### src/rtl/stego_pkg.sv
// Shared constants and state type for the steganographic message extractor and embedder.
package stego_pkg;

    localparam int unsigned BPS_DEFAULT            = 24;
    localparam int unsigned MESSAGE_LENGTH_DEFAULT = 88;

    typedef enum logic [1:0] {
        ST_IDLE,
        ST_COLLECT,
        ST_EMIT
    } stego_state_t;

    localparam logic [87:0] DEFAULT_MESSAGE = 88'h4B6F6368616D5A414D5046;

endpackage

### src/rtl/stego_message_extractor_if.sv
// Sample-path bundle for stego_message_extractor: the source drives in_*, the extractor drives out_*.
// The in_expected/out_match pair exists only when STEGO_MATCH_EN is defined.
interface stego_message_extractor_if
    import stego_pkg::*;
#(
    parameter int unsigned BPS            = BPS_DEFAULT,
    parameter int unsigned MESSAGE_LENGTH = MESSAGE_LENGTH_DEFAULT
);

    localparam int unsigned CountWidth = $clog2(MESSAGE_LENGTH + 1);

    logic                      in_enable;
    logic [BPS-1:0]            in_frame;
    logic                      in_resync;
    logic [BPS-1:0]            out_frame;
    logic                      out_ready;
    logic [MESSAGE_LENGTH-1:0] out_message;
    logic                      out_message_valid;
    logic [CountWidth-1:0]     out_bit_count;
`ifdef STEGO_MATCH_EN
    logic [MESSAGE_LENGTH-1:0] in_expected;
    logic                      out_match;

    modport master (
        output in_enable, in_frame, in_resync, in_expected,
        input  out_frame, out_ready, out_message, out_message_valid, out_bit_count, out_match
    );

    modport slave (
        input  in_enable, in_frame, in_resync, in_expected,
        output out_frame, out_ready, out_message, out_message_valid, out_bit_count, out_match
    );
`else
    modport master (
        output in_enable, in_frame, in_resync,
        input  out_frame, out_ready, out_message, out_message_valid, out_bit_count
    );

    modport slave (
        input  in_enable, in_frame, in_resync,
        output out_frame, out_ready, out_message, out_message_valid, out_bit_count
    );
`endif

endinterface

### src/rtl/stego_bit_collector.sv
// Shift register and bit counter for message reassembly; the counter wraps after the last bit,
// and clears on resync or on an external realign request.
module stego_bit_collector #(
    parameter int unsigned MESSAGE_LENGTH = 88
) (
    input  logic                                    clk_i,
    input  logic                                    rst_ni,
    input  logic                                    enable_i,
    input  logic                                    bit_i,
    input  logic                                    clear_i,
    input  logic                                    realign_i,
    output logic [MESSAGE_LENGTH-1:0]               shift_d_o,
    output logic [$clog2(MESSAGE_LENGTH + 1)-1:0]   count_o,
    output logic                                    wrap_o
);

    localparam int unsigned CountWidth = $clog2(MESSAGE_LENGTH + 1);
    localparam logic [CountWidth-1:0] LastCount = CountWidth'(MESSAGE_LENGTH - 1);

    logic [MESSAGE_LENGTH-1:0] shift_q, shift_d;
    logic [CountWidth-1:0]     count_q, count_d;

    always_comb begin
        shift_d = shift_q;
        count_d = count_q;
        wrap_o  = 1'b0;
        if (clear_i) begin
            // A sample arriving with resync is kept as the first bit of the new message.
            shift_d = {{(MESSAGE_LENGTH - 1){1'b0}}, bit_i & enable_i};
            count_d = {{(CountWidth - 1){1'b0}}, enable_i};
        end else if (enable_i) begin
            shift_d = {shift_q[MESSAGE_LENGTH-2:0], bit_i};
            if (count_q == LastCount) begin
                wrap_o  = 1'b1;
                count_d = '0;
            end else begin
                count_d = count_q + 1'b1;
            end
            if (realign_i) begin
                count_d = '0;
            end
        end
    end

    always_ff @(posedge clk_i or negedge rst_ni) begin
        if (!rst_ni) begin
            shift_q <= '0;
            count_q <= '0;
        end else begin
            shift_q <= shift_d;
            count_q <= count_d;
        end
    end

    assign shift_d_o = shift_d;
    assign count_o   = count_q;

endmodule

### src/rtl/stego_message_extractor.sv
// Recovers an LSB-embedded message from the sample stream and passes samples through unchanged.
// Define STEGO_MATCH_EN to add the expected-message comparator that realigns message boundaries.
module stego_message_extractor
    import stego_pkg::*;
#(
    parameter int unsigned BPS            = BPS_DEFAULT,
    parameter int unsigned MESSAGE_LENGTH = MESSAGE_LENGTH_DEFAULT
) (
    input logic                      in_clk,
    input logic                      in_reset_n,
    stego_message_extractor_if.slave bus
);

    stego_state_t              state_q;
    logic [BPS-1:0]            frame_q;
    logic                      ready_q;
    logic [MESSAGE_LENGTH-1:0] message_q;
    logic                      valid_q;

    logic                      accept;
    logic [MESSAGE_LENGTH-1:0] shift_d;
    logic                      wrap;
    logic                      realign;

    assign accept = bus.in_enable;

`ifdef STEGO_MATCH_EN
    logic match;
    logic match_q;

    // Compare includes the bit arriving this cycle; resync cycles restart alignment instead.
    assign match   = accept && !bus.in_resync && (shift_d == bus.in_expected);
    assign realign = match;
    assign bus.out_match = match_q;
`else
    assign realign = 1'b0;
`endif

    stego_bit_collector #(
        .MESSAGE_LENGTH (MESSAGE_LENGTH)
    ) u_collector (
        .clk_i     (in_clk),
        .rst_ni    (in_reset_n),
        .enable_i  (accept),
        .bit_i     (bus.in_frame[0]),
        .clear_i   (bus.in_resync),
        .realign_i (realign),
        .shift_d_o (shift_d),
        .count_o   (bus.out_bit_count),
        .wrap_o    (wrap)
    );

    always_ff @(posedge in_clk or negedge in_reset_n) begin
        if (!in_reset_n) begin
            state_q   <= ST_IDLE;
            frame_q   <= '0;
            ready_q   <= 1'b0;
            message_q <= '0;
            valid_q   <= 1'b0;
`ifdef STEGO_MATCH_EN
            match_q   <= 1'b0;
`endif
        end else begin
            frame_q <= bus.in_frame;
            ready_q <= bus.in_enable;
            valid_q <= wrap;
            if (wrap) begin
                message_q <= shift_d;
            end
`ifdef STEGO_MATCH_EN
            match_q <= match;
`endif
            if (bus.in_resync) begin
                state_q <= accept ? ST_COLLECT : ST_IDLE;
            end else if (wrap) begin
                state_q <= ST_EMIT;
            end else begin
                unique case (state_q)
                    ST_IDLE: begin
                        if (accept && !realign) begin
                            state_q <= ST_COLLECT;
                        end
                    end
                    ST_COLLECT: begin
                        if (realign) begin
                            state_q <= ST_IDLE;
                        end
                    end
                    ST_EMIT: begin
                        state_q <= (accept && !realign) ? ST_COLLECT : ST_IDLE;
                    end
                    default: state_q <= ST_IDLE;
                endcase
            end
        end
    end

    assign bus.out_frame         = frame_q;
    assign bus.out_ready         = ready_q;
    assign bus.out_message       = message_q;
    assign bus.out_message_valid = valid_q;

endmodule

### src/flat_wrapper.sv
// flat-port wrapper written by rule: the top's interface ports become plain ports
module stego_message_extractor_flat import stego_pkg::*;
#(
    parameter int unsigned BPS            = BPS_DEFAULT,
    parameter int unsigned MESSAGE_LENGTH = MESSAGE_LENGTH_DEFAULT
)
  (in_clk, in_reset_n, bus_in_enable, bus_in_frame, bus_in_resync, bus_out_frame, bus_out_ready, bus_out_message, bus_out_message_valid, bus_out_bit_count);
  stego_message_extractor_if #(.BPS(BPS), .MESSAGE_LENGTH(MESSAGE_LENGTH)) bus_i ();
  input logic in_clk;
  input logic in_reset_n;
  input wire logic [$bits(bus_i.in_enable)-1:0] bus_in_enable;
  input wire logic [$bits(bus_i.in_frame)-1:0] bus_in_frame;
  input wire logic [$bits(bus_i.in_resync)-1:0] bus_in_resync;
  output wire logic [$bits(bus_i.out_frame)-1:0] bus_out_frame;
  output wire logic [$bits(bus_i.out_ready)-1:0] bus_out_ready;
  output wire logic [$bits(bus_i.out_message)-1:0] bus_out_message;
  output wire logic [$bits(bus_i.out_message_valid)-1:0] bus_out_message_valid;
  output wire logic [$bits(bus_i.out_bit_count)-1:0] bus_out_bit_count;
  assign bus_i.in_enable = bus_in_enable;
  assign bus_i.in_frame = bus_in_frame;
  assign bus_i.in_resync = bus_in_resync;
  assign bus_out_frame = bus_i.out_frame;
  assign bus_out_ready = bus_i.out_ready;
  assign bus_out_message = bus_i.out_message;
  assign bus_out_message_valid = bus_i.out_message_valid;
  assign bus_out_bit_count = bus_i.out_bit_count;
  stego_message_extractor #(.BPS(BPS), .MESSAGE_LENGTH(MESSAGE_LENGTH)) u_core (.in_clk(in_clk), .in_reset_n(in_reset_n), .bus(bus_i));
endmodule
### config.mk
export PLATFORM = sky130hd
export DESIGN_NAME = stego_message_extractor_flat
export DESIGN_NICKNAME = d
export VERILOG_FILES = /design/src/rtl/stego_pkg.sv /design/src/rtl/stego_message_extractor_if.sv /design/src/rtl/stego_bit_collector.sv /design/src/rtl/stego_message_extractor.sv /design/src/flat_wrapper.sv
export SDC_FILE = /design/constraint.sdc
export NUM_CORES = 1
export LEC_CHECK = 0
export CAP_MARGIN = 20
export CORE_MARGIN = 5
export CORE_UTILIZATION = 45
export DETAILED_ROUTE_END_ITERATION = 8
export GPL_ROUTABILITY_DRIVEN = 0
export PLACE_DENSITY = 0.71
export SYNTH_ARGS = -nofsm -noshare
export SYNTH_HDL_FRONTEND = slang
export SYNTH_SLANG_ARGS = --single-unit
### constraint.sdc
create_clock -name in_clk -period 3 [get_ports in_clk]
set_input_delay 0.75 -clock in_clk [delete_from_list [all_inputs] [get_ports in_clk]]
set_output_delay 0.75 -clock in_clk [all_outputs]
set_load 0.02 [all_outputs]
* Word-level counts from Yosys, hierarchy flattened
Index checks and enable logic that the tools add are counted.
Word-level totals: register bits after elaboration 209, bits of input ports 28, word-level logic and storage cells 18
Operators by class: $add $sub $neg 1, equality and inequality tests 1, muxes and demuxes 8, bitwise logic cells 1, reduce and logical (&&, ||, !) cells 1
Operators with widths (count):
- $mux 88 | 2
- $mux 7 | 3
- $add 7x1->7 const B | 1
- $eq 7x7->1 const B | 1
- $mux 1 | 3
- $reduce_bool 2->1 | 1
- $and 1x1->1 | 1

* Depth between registers and ports, before layout
Gate-level depths: netlist (run 1).
depth after elaboration 4, depth in mapped cells 6, depth with buffers taken out 4

* Cells and area by module
Synthesis (run 1) repeated with hierarchy kept, for this count alone.
Second synthesis, totals: cell total of the unflattened synthesis 547, area, all modules 7953.9 sq um
Modules (own cells, without submodules):
- stego_message_extractor | instances 1, cells an instance 213, area each 3997.6 sq um
- stego_bit_collector | instances 1, cells an instance 334, area each 3956.3 sq um

* Least setup slack after synthesis (run 1)
Ideal clock, no wire load.
kind input to register, from in bus_in_enable, to reg u_core.message_q[67], in the netlist u_core.bus.out_message[67], data arrival time 2022 ps, slack 853 ps, stages 6, path through clkbuf_1 inv_2 nor4_4 buf_4 buf_6 mux2_2
On the way: longest elaborated chain between the ends 2, elaborated cells on any way between the ends 4, classes of those cells mux (4)
RTL lines:
- start, declared | line flat_wrapper.sv:11 | input wire logic [$bits(bus_i.in_enable)-1:0] bus_in_enable;
- $mux 88 / $mux 1 (equally long branches) | line stego_bit_collector.sv:31 | end else if (enable_i) begin
- $mux 88 / $mux 1 (equally long branches) | line stego_bit_collector.sv:27 | if (clear_i) begin
- end signal, assigned | line stego_message_extractor.sv:68 | message_q <= shift_d;
- end, declared | line stego_message_extractor.sv:17 | logic [MESSAGE_LENGTH-1:0] message_q;
Several ways; a longest one is shown, not always the timed one. A chain may end at the register's enable or synchronous reset.

* Final worst setup path (run 1)
from reg u_core.u_collector.count_q[3], in the netlist u_core.u_collector.count_o[3], to out bus_out_bit_count[3]
RTL lines:
- start, declared | line stego_bit_collector.sv:21 | logic [CountWidth-1:0] count_q, count_d;
- start signal, assigned | line stego_bit_collector.sv:51 | count_q <= count_d;
- end, declared | line flat_wrapper.sv:18 | output wire logic [$bits(bus_i.out_bit_count)-1:0] bus_out_bit_count;
No word-level cell between the ends.

==> impl_metrics.yaml, run 1 <==
outcome:
  outcome: "finished clean"
pwr:
  pwr-share-comb_pct: 4.7
  netSwitchingFraction_pct: 21.2
  pwr-share-seq_pct: 51.2
  clockPowerShare_pct: 44.1
  p_per_area_nw_per_um2: 547
  power_mw: 5.58
  p_leak_nw: 4.95
  ir_worst_vdd_mv: 0.397
  p_switching_mw: 1.18
  p_int_mw: 4.40
worst_setup_path:
  worst_path_largest_cell_delay_ns: 0.66
  worstSetupStartpoint: "u_core.u_collector.count_o[3]"
  path_cells: "clkdlybuf4s50_1"
  rr_worst_depth: 5
  rr_endpoint: "u_core.bus.out_message[22]"
  rr_startpoint: "u_core.u_collector.count_o[0]"
  crit_type: "reg2out"
  cp_max_fo: 7
  crit_path_start_kind: "register"
  cp.buffers_inverters: 1
  required_ns: 2.25
  crit_slowest_cell: "clkdlybuf4s50_1"
  r2r_setup_slack_ns: 0.96
  path_delay_family: "buffers and inverters"
  crit_arrival_ns: 1.59
  end_kind: "output port"
final_layout:
  area_growth_pct: 30.5
  final_common_cell: "dfrtp_1"
  fill_cells: 1365
  n_antenna_cell: 0
  design_area_um2: 10200
  fin_nets: 719
  final_cell_mix: "209 x dfrtp_1, 145 x clkdlybuf4s50_1, 90 x nor2_1"
  layout-drive-gt1-share_pct: 18.1
synth:
  synthCells: 539
  synth_fp_nets: 568
  ys_warn_count: 0
  avgSynthCellArea_um2: 14.5
  synth_cell_type_count: 29
  ys_seq_area_share_pct: 67.0
  synth_seq_cells: 209
  synth_area_um2: 7810
sta:
  slew_headroom_pct: 62.2
  setup_tns_ns: 0
  layout_setup_ws_ns: 0.659
  clock.fmax_mhz: 427
  hold_viol_final: 0
  rsz0062_at_grt: "no"
  worst_pin_slew_ns: 0.567
  skew_ns: 0.0143
  period_needed_ns: 2.34
  period_share_pct: 78.0
  setup_viol: 0
  slew_viol_final: 0
floorplan:
  die_x_um: 142
  ios: 149
  fp.dieH_um: 142
  start_util_pct: 45.5
  fp-row-count: 48
  fp.dieArea_um2: 20100
  core_area_um2: 17200
placement:
  placement.cell_area_um2: 9550
  portBuffers: 148
  hpwl_mm: 10.3
  place_ws_ns: 0.587
global_route:
  grt_usage_pct: 15.2
  antenna_found_initial: 0
  grt_max_degree: 71
  grt_first_pass_wirelength_mm: 25.2
  overflow: 0
  first_global_vias: 4973
cts:
  cts_setup_buffers: 0
  cts_resized: 0
  clk_pin_slew_worst_paths_ns: 0.06
  cts-buffers-inserted: 21
  htree_levels: 1
  postCtsHoldBufs: 0
  cts_root_buf: "clkbuf_16"
  cts_buffer_depth: 3
  clock_sinks: 209
  cts_tree: "done"
  clk_latency_ns: 0.49
detailed_routing:
  final_antenna_net_count: 0
  vias: 4598
  vias_per_cell: 4.96
  dr.first_iter.drc_count: 166
  routed_wl_mm: 15.2
  drc_errors: 0
  wl_per_cell_um: 16.4
  dr.pass1.iters: 4
job:
  maxCapViolCount: 0
min_path:
  hp-class: "in2async"
-- synth_stat cells --
library cell / instances / area share, %
buf_4: 1 / 0.096
o2111ai_1: 1 / 0.11
o21ai_0: 2 / 0.13
or4b_2: 1 / 0.13
buf_2: 17 / 1.1
nor4_1: 1 / 0.080
or4_1: 1 / 0.096
a21oi_1: 2 / 0.13
inv_1: 1 / 0.048
xor2_1: 2 / 0.22
nor4_4: 1 / 0.27
buf_1: 2 / 0.096
o311ai_0: 1 / 0.11
buf_6: 2 / 0.29
a22o_1: 1 / 0.11
ha_1: 1 / 0.16
nand3_1: 4 / 0.26
or3_1: 2 / 0.16
nand4bb_1: 1 / 0.14
mux2_1: 7 / 1.0
nor2_1: 90 / 4.3
inv_2: 1 / 0.048
o31ai_1: 2 / 0.19
dfrtp_1: 209 / 67
nand2_1: 8 / 0.38
mux2_2: 81 / 12
nand4_1: 1 / 0.080
mux2i_1: 87 / 11
clkbuf_1: 9 / 0.43
-- cell type report --
class                      instances  area [µm²]  share of cell area (%)
inverter                           2        7.51                  0.0737
clock buffer                      30         589                    5.78
clock inverter                     5        53.8                   0.528
sequential                       209        5230                    51.3
timing repair buffer             159        1610                    15.8
tap                              225         282                    2.76
multi-input combinational        297        2420                    23.7
-- worst max-delay path by stage --
| stage | end | slack, ns | depth (start not counted) |
|---|---|---|---|
| floorplan | u_core.bus.out_message[67] | 0.85 | 6 |
| global placement | u_core.bus.out_message[11] | 0.63 | 5 |
| detailed placement | u_core.bus.out_message[2] | 0.59 | 5 |
| CTS | bus_out_bit_count[3] | 0.63 | 1 |
| global route | bus_out_bit_count[3] | 0.61 | 1 |
| finish | bus_out_bit_count[3] | 0.66 | 1 |
-- power groups by stage --
stage          clock (mW)  combinational [mW]  sequential, mW
3_5_place_dp            0               0.268            2.91
4_1_cts              2.53               0.269            2.85
3_3_place_gp            0               0.264            2.90
2_1_floorplan           0              0.0807            2.93
6_report             2.46               0.260            2.85
5_1_grt              2.64               0.286            2.86
-- per-stage QoR --
| stage | hold slack, ns | std cells | utilization [%] |
|---|---|---|---|
| global route | 0.299 | 927 | 59.3 |
| global placement | 0.471 | 892 | 55.6 |
| CTS | 0.273 | 927 | 59.3 |
| floorplan | 0.454 | 539 | - |
| detailed placement | 0.475 | 892 | 55.6 |
| finish | 0.260 | 927 | 59.3 |
-- kinds of logic (layout without fill, tap and decap cells) --
group,Yosys count,count (layout),synth area share (%)
AO/OA/AOI/OAI,9,9,0.785
XOR/XNOR,2,2,0.224
adder cells (fa/ha/maj),1,1,0.160
buffers and inverters,33,196,2.10
flip-flops,209,209,67.0
multiplexers,175,175,23.8
AND/OR/NAND/NOR,110,110,5.93
-- routing by layer --
layer	vias up	track usage, %	share of wire, %
met4	0	4.39	1.8
met2	118	25.9	50
met1	2307	19.9	43
met3	22	2.80	5.3
met5	-	0	0
li1	2151	-	-
-- state kept, by name, summed over array words and instances (netlist names) --
register	flops
u_core.bus.out_ready	1
u_core.bus.out_message_valid	1
u_core.u_collector.count_o	7
u_core.bus.out_message	88
u_core.bus.out_frame	24
u_core.u_collector.shift_q	88
Note: power is estimated with default switching activity, not from simulation.
==> run 2, diff against run 1 <==
- clock period: 3 -> 2.4 ns (I/O delays scaled with it)
==> run 2 against run 1 <==
Against the previous run:
- register-to-register slack lost 0.70 ns
- setup slack lost 0.48 ns
- critical endpoint unchanged
- total power grew 29%
==> impl_metrics.yaml, run 2 (synthesis results as in run 1) <==
min_path:
  hp-class: "in2async"
detailed_routing:
  drc_errors: 0
  routed_wl_mm: 16.0
  final_antenna_net_count: 0
  dr.pass1.iters: 4
  vias_per_cell: 4.96
  wl_per_cell_um: 17.1
  vias: 4629
  dr.first_iter.drc_count: 182
worst_setup_path:
  path_cells: "clkdlybuf4s50_1"
  path_depth: 1
  rr_endpoint: "u_core.bus.out_message[45]"
  rr_worst_depth: 5
  path_delay_family: "buffers and inverters"
  cp.buffers_inverters: 1
  worstSetupStartpoint: "u_core.u_collector.count_o[3]"
  crit_slowest_cell: "clkdlybuf4s50_1"
  required_ns: 1.80
  crit_arrival_ns: 1.62
  rr_startpoint: "u_core.u_collector.count_o[0]"
  crit_path_start_kind: "register"
  end_kind: "output port"
  worst_path_largest_cell_delay_ns: 0.66
  crit_path_end: "bus_out_bit_count[3]"
  cp_max_fo: 7
  r2r_setup_slack_ns: 0.26
  crit_type: "reg2out"
cts:
  postCtsHoldBufs: 0
  cts_root_buf: "clkbuf_16"
  clk_latency_ns: 0.50
  clk_pin_slew_worst_paths_ns: 0.06
  cts_buffer_depth: 3
  cts_resized: 0
  htree_levels: 1
  cts_setup_buffers: 0
  cts-buffers-inserted: 22
  clock_sinks: 209
  cts_tree: "done"
final_layout:
  multi_input_area_um2: 2420
  area_growth_pct: 31.9
  regArea_um2: 5230
  utilization_pct: 60.0
  final_common_cell: "dfrtp_1"
  layoutNonFillerInstCount: 933
  fill_cells: 1345
  final_cell_mix: "209 x dfrtp_1, 145 x clkdlybuf4s50_1, 90 x nor2_1"
  n_antenna_cell: 0
  fin_nets: 722
  layout-drive-gt1-share_pct: 19.1
global_route:
  overflow: 0
  groute.layer.met2.usage_pct: 27.8
  first_global_vias: 5142
  grt_usage_pct: 16.2
  grt.busiest_layer: "met2"
  use_met3_pct: 3.34
  grt_first_pass_wirelength_mm: 26.5
  grt_use_met1_pct: 21.2
  grt_max_degree: 98
  antenna_found_initial: 0
pwr:
  power_mw: 7.17
  p_leak_nw: 5.00
  p_per_area_nw_per_um2: 696
  ir_worst_vdd_mv: 0.470
placement:
  place_ws_ns: 0.271
  hpwl_mm: 10.7
  dp_cells: 894
  portBuffers: 148
sta:
  skew_ns: 0.0131
  setup_tns_ns: 0
  slew_headroom_pct: 64.3
  period_needed_ns: 2.22
  clock.fmax_mhz: 451
  layout_setup_ws_ns: 0.181
  slew_viol_final: 0
  period_share_pct: 92.4
  worst_pin_slew_ns: 0.536
  setup_viol: 0
  hold_viol_final: 0
  rsz0062_at_grt: "no"
floorplan:
  core_area_um2: 17200
  fp.dieArea_um2: 20100
  fp.dieH_um: 142
  ios: 149
  die_x_um: 142
  start_util_pct: 45.5
  fp-row-count: 48
job:
  maxCapViolCount: 0
outcome:
  outcome: "finished clean"
-- run 2: changes by cell type in the layout (fill, tap and decap cells not counted) --
cell,change
clkinv_8,+1
buf_12,+2
clkbuf_1,-2
clkinv_2,+2
clkbuf_8,+2
clkbuf_16,+1
inv_6,-1
clkinvlp_4,+1
-- run 2: worst min-delay path by stage --
| stage | slack, ns | cells after the start | from | to |
|---|---|---|---|---|
| 6_report | 0.09 | 1 | in_reset_n | u_core.bus.out_frame[20] |
| 5_1_grt | 0.11 | 1 | in_reset_n | u_core.bus.out_frame[8] |
| 4_1_cts | 0.1 | 1 | in_reset_n | u_core.bus.out_frame[4] |
| 3_5_place_dp | 0.48 | 1 | u_core.bus.out_message[68] | u_core.bus.out_message[68] |
| 3_3_place_gp | 0.47 | 1 | u_core.bus.out_message[86] | u_core.bus.out_message[86] |
| 2_1_floorplan | 0.30 | 0 | in_reset_n | u_core.bus.out_frame[0] |
-- run 2: report_power, final --
group / total (mW) / switching [mW] / internal, mW / leakage (nW)
sequential: 3.57 / 0.0165 / 3.55 / 2.86
combinational: 0.338 / 0.199 / 0.139 / 1.79
clock: 3.27 / 1.31 / 1.95 / 0.353
-- run 2: layer usage --
metal	part of all wire [%]	vias up
li1	-	2162
met2	51	114
met4	1.8	0
met5	0	-
met3	5.1	26
met1	42	2327
-- run 2: cell type report --
class                      count  share of cell area [%]
sequential                   209                    50.8
multi-input combinational    297                    23.5
timing repair buffer         161                    16.0
clock buffer                  31                    6.16
tap                          225                    2.73
clock inverter                 8                   0.765
inverter                       2                  0.0729
-- run 2: metrics by stage --
| stage | instance area (µm²) | hold WS (ns) |
|---|---|---|
| floorplan | 7810 | 0.304 |
| global placement | 9590 | 0.471 |
| detailed placement | 9590 | 0.479 |
| CTS | 10300 | 0.0957 |
| global route | 10300 | 0.114 |
| finish | 10300 | 0.0906 |
